### src/rtl/mux_ext_pipe.sv
// Two-stage pipelined N-way select mux with zero/sign load-data extension.
// S1 captures the selected word; S2 extends it; valid/ready on both ends.
module mux_ext_pipe #(
  parameter int WIDTH  = 65,
  parameter int INPUTS = 4,
  parameter int SELW   = $clog2(INPUTS)
) (
  input  logic                           clk,
  input  logic                           reset,
  input  logic                           in_valid,
  output logic                           in_ready,
  input  logic [INPUTS-1:0][WIDTH-1:0]   ins,
  input  logic [SELW-1:0]                select,
  input  logic [2:0]                     ext_mode,
  output logic                           out_valid,
  input  logic                           out_ready,
  output logic [WIDTH-1:0]               out_data,
  output logic                           out_err
);

  logic             s1_valid_q, s1_valid_d;
  logic [WIDTH-1:0] s1_data_q,  s1_data_d;
  logic [2:0]       s1_mode_q,  s1_mode_d;
  logic             s1_err_q,   s1_err_d;
  logic             s2_valid_q, s2_valid_d;
  logic [WIDTH-1:0] s2_data_q,  s2_data_d;
  logic             s2_err_q,   s2_err_d;

  logic             in_fire;
  logic             s1_move;
  logic             out_fire;
  logic [WIDTH-1:0] sel_data;
  logic             sel_err;

  function automatic logic [WIDTH-1:0] extend(input logic [WIDTH-1:0] d,
                                              input logic [2:0]       mode);
    logic [WIDTH-1:0] r;
    r = d;
    case (mode)
      3'd1: r = {{(WIDTH-8){1'b0}},    d[7:0]};
      3'd2: r = {{(WIDTH-8){d[7]}},    d[7:0]};
      3'd3: r = {{(WIDTH-16){1'b0}},   d[15:0]};
      3'd4: r = {{(WIDTH-16){d[15]}},  d[15:0]};
      3'd5: r = {{(WIDTH-32){1'b0}},   d[31:0]};
      3'd6: r = {{(WIDTH-32){d[31]}},  d[31:0]};
      default: r = d;
    endcase
    return r;
  endfunction

  assign in_ready = !s1_valid_q || !s2_valid_q || out_ready;
  assign in_fire  = in_valid && in_ready;
  assign s1_move  = s1_valid_q && (!s2_valid_q || out_ready);
  assign out_fire = s2_valid_q && out_ready;

  // An out-of-range select matches no input, so the captured word stays zero.
  always_comb begin
    sel_data = '0;
    for (int i = 0; i < INPUTS; i++) begin
      if (select == SELW'(i)) sel_data = ins[i];
    end
  end

  assign sel_err = (int'(select) >= INPUTS);

  always_comb begin
    s1_valid_d = s1_valid_q;
    s1_data_d  = s1_data_q;
    s1_mode_d  = s1_mode_q;
    s1_err_d   = s1_err_q;
    s2_valid_d = s2_valid_q;
    s2_data_d  = s2_data_q;
    s2_err_d   = s2_err_q;

    if (out_fire) s2_valid_d = 1'b0;
    if (s1_move) begin
      s1_valid_d = 1'b0;
      s2_valid_d = 1'b1;
      s2_data_d  = extend(s1_data_q, s1_mode_q);
      s2_err_d   = s1_err_q;
    end
    // in_ready with S1 full implies S1 drains this edge, so no overwrite.
    if (in_fire) begin
      s1_valid_d = 1'b1;
      s1_data_d  = sel_data;
      s1_mode_d  = ext_mode;
      s1_err_d   = sel_err;
    end
  end

  always_ff @(posedge clk or posedge reset) begin
    if (reset) begin
      s1_valid_q <= 1'b0;
      s1_data_q  <= '0;
      s1_mode_q  <= '0;
      s1_err_q   <= 1'b0;
      s2_valid_q <= 1'b0;
      s2_data_q  <= '0;
      s2_err_q   <= 1'b0;
    end else begin
      s1_valid_q <= s1_valid_d;
      s1_data_q  <= s1_data_d;
      s1_mode_q  <= s1_mode_d;
      s1_err_q   <= s1_err_d;
      s2_valid_q <= s2_valid_d;
      s2_data_q  <= s2_data_d;
      s2_err_q   <= s2_err_d;
    end
  end

  assign out_valid = s2_valid_q;
  assign out_data  = s2_data_q;
  assign out_err   = s2_err_q;

endmodule
### config.mk
export PLATFORM = sky130hd
export DESIGN_NAME = mux_ext_pipe
export DESIGN_NICKNAME = d
export VERILOG_FILES = /design/src/rtl/mux_ext_pipe.sv
export SDC_FILE = /design/constraint.sdc
export NUM_CORES = 1
export LEC_CHECK = 0
export CORE_MARGIN = 1
export CORE_UTILIZATION = 40
export CTS_BUF_LIST = sky130_fd_sc_hd__clkbuf_2 sky130_fd_sc_hd__clkbuf_4 sky130_fd_sc_hd__clkbuf_8
export CTS_CLUSTER_SIZE = 28
export DETAILED_ROUTE_END_ITERATION = 10
export DONT_BUFFER_PORTS = 1
export SLEW_MARGIN = 10
export SYNTH_ARGS = -nofsm -noshare
export SYNTH_HDL_FRONTEND = slang
export SYNTH_SLANG_ARGS = --single-unit
### constraint.sdc
create_clock -name clk -period 6.4 [get_ports clk]
set_input_delay 1.92 -clock clk [delete_from_list [all_inputs] [get_ports clk]]
set_output_delay 1.92 -clock clk [all_outputs]
set_load 0.01 [all_outputs]
==> reports/metrics.yaml <==
yosys-top-cells-area: "dfrtp_1 (46%), mux4_2 (20%), mux2_2 (12%)"
drt_iter0_drc: 275
boundaryPins: 337
grt_pass1_wl_mm: 28.2
grt_pass1_vias: 4893
crit_fanout: 3
critical_path_buf_inv_count: 0
hold_class: "reg -> reg"
dieArea_um2: 18800
slowest_delay_ns: 0.28
n_fill_cell: 1588
crit_chain: "nand3b_1"
cp_data_required_time_ns: 4.48
n_antenna_cell: 0
p_leak_nw: 2.83
routed_wl_mm: 19.2
outcome: "completed"
die_height_um: 137
post_cts_buffers: 0
worst-setup-path-type: "in -> out"
rows: 48
fmax_mhz: 243
finalMaxSlewViolations: 0
async_flop_share_pct: 100
hp-start: "s1_data_q[13]$_DFFE_PP0P_"
rrSetupSlack_ns: 3.98
whs_endpoint: "s1_data_q[13]$_DFFE_PP0P_"
wl_per_cell_um: 27.0
setup_viol: 0
worst_setup_path_start_kind: "input port"
crit_path_top_delay_cell: "nand3b_1"
fin_nets: 742
place.gp.congestion: 0.766
ys.flop_type: "dfrtp_1"
drive_gt1_share_pct: 39.3
ant_nets: 0
post_cts_resized: 0
synth.avg_cell_area_um2: 14.4
grt_overflow: 0
vias: 4756
period_share_pct: 64.4
drv_cap: 0
synth_edf_count: 0
first_pass_iters: 4
placedCellCount: 679
fin_skew_ns: 0.0130
ys_seq_elements: 135
grt_max_degree: 83
finalHoldViolations: 0
clkLatencyLatePin_ns: 0.43
yosysWarnings: 0
holdBufCountCts: 0
synth.cell_area_um2: 7280
netlist_instances: 507
fp.dieW_um: 137
fin_crit_ns: 4.12
crit_family: "simple AND/OR/NAND/NOR gates"
viasPerCell: 6.69
clkTransAtPathRegs_ns: 0.07
r2r_end: "s1_data_q[20]$_DFFE_PP0P_"
cts_buffers: 17
synthDistinctLibCells: 35
io_buffers: 0
initial_core_util_pct: 41.5
r2r_start: "s1_valid_q$_DFFE_PP0P_"
endpoint_kind: "primary output"
cts.root.buffer_cell: "clkbuf_8"
relSlewSlack_pct: 33.5
grt_setup_unrepaired: "no"
cts_sinks: 135
drc: 0
power_density_nw_per_um2: 319
worstMarginPinSlew_ns: 0.997
cts_htree_levels: 4
synth.most_common_cell: "dfrtp_1"
multi_input_area_um2: 3530
synthTopCellsByCount: "dfrtp_1 (135), mux2_2 (76), mux4_2 (65)"
fin_cells: 711
hpwl_mm: 12.7
final.setup.tns_ns: 0
synth_top_area_share_pct: 46.4
clk_path_buf_depth: 2
ff2ff_path_depth: 4
cts_tree: "done"
regArea_um2: 3380
syn_to_final_growth_pct: 4.95
grt.total_usage_pct: 20.5
cp.arrival_ns: 2.20
coreArea_um2: 17500
synth-seq-area-share_pct: 46.4
antenna_found_initial: 1
synth_top_area_cell: "dfrtp_1"
hold_path_depth: 1
syn_nets: 776
ir_drop_uv: 164
-- metrics by stage --
stage | power (mW) | instance area (um2) | utilization, % | worst slack, ns | hold slack, ns
after floorplan | 1.67 | 7280 | - | 0.869 | 0.473
after global placement | 1.77 | 7270 | 41.5 | 2.28 | 0.482
after detailed placement | 1.78 | 7270 | 41.5 | 2.28 | 0.487
after CTS | 2.47 | 7640 | 43.6 | 2.28 | 0.506
after global routing | 2.57 | 7640 | 43.6 | 2.25 | 0.524
final | 2.44 | 7640 | 43.6 | 2.28 | 0.505
-- cells by family after synthesis --
| logic type | Yosys count | share of synthesized area (%) |
|---|---|---|
| buffers and inverters | 64 | 5.38 |
| XOR/XNOR | 1 | 0.120 |
| flip-flops | 135 | 46.4 |
| other | 1 | 0.0515 |
| AO/OA/AOI/OAI | 149 | 14.4 |
| multiplexers | 142 | 32.0 |
| AND/OR/NAND/NOR | 15 | 1.68 |
-- worst max-delay path by stage --
stage	start	to	slack [ns]	cells after the start
6_report	out_ready	in_ready	2.28	1
5_1_grt	out_ready	in_ready	2.25	1
4_1_cts	out_ready	in_ready	2.28	1
3_5_place_dp	out_ready	in_ready	2.28	1
3_3_place_gp	out_ready	in_ready	2.28	1
2_1_floorplan	reset	out_data[0]$_DFFE_PP0P_	0.87	1
-- cell usage in the layout, fill, tap and decap left out --
cell          n
a21oi_1       1
a2bb2oi_1    24
and2_1        1
and3_1        1
buf_4         9
bufinv_16     1
clkbuf_4      2
clkbuf_8     17
clkinv_4      3
clkinvlp_4    7
conb_1        1
dfrtp_1     135
inv_1         1
inv_6         3
mux2_2       76
mux2i_1       1
mux4_2       65
nand2_1       1
nand2_4       1
nand2b_1      1
nand3b_1      1
nor2_2        1
nor2b_4       1
nor3_1        1
nor3_2        1
nor4_4        1
nor4bb_1      2
o2111ai_1    33
o211ai_1     32
o211ai_2      1
o21a_1        1
o21ai_0      57
or2b_2        1
or4_4         1
xnor2_1       1
-- registers in the layout (all words and copies together) (netlist names) --
register    count
out_data       65
out_valid       1
s1_data_q      65
s1_mode_q       3
s1_valid_q      1
-- area by class of cell --
cell class	count	area share, %
inverters	2	0.164
multi-input cells	308	46.2
repair buffers	9	0.884
well taps	225	3.68
flip-flops and latches	135	44.2
clock buffers	19	3.26
clock inverters	13	1.65
-- layer usage --
layer	vias up	GRT usage (%)	wire length, um
li1	1983	-	-
met1	2464	25.4	7350
met2	283	34.4	9930
met3	24	5.56	1600
met4	2	6.72	299
met5	-	0	13
-- report_power, final --
part,internal (mW),switching (mW)
clock network,0.319,0.358
registers,1.07,0.224
logic,0.257,0.214
No activity file was read; power rests on OpenSTA's default activity.
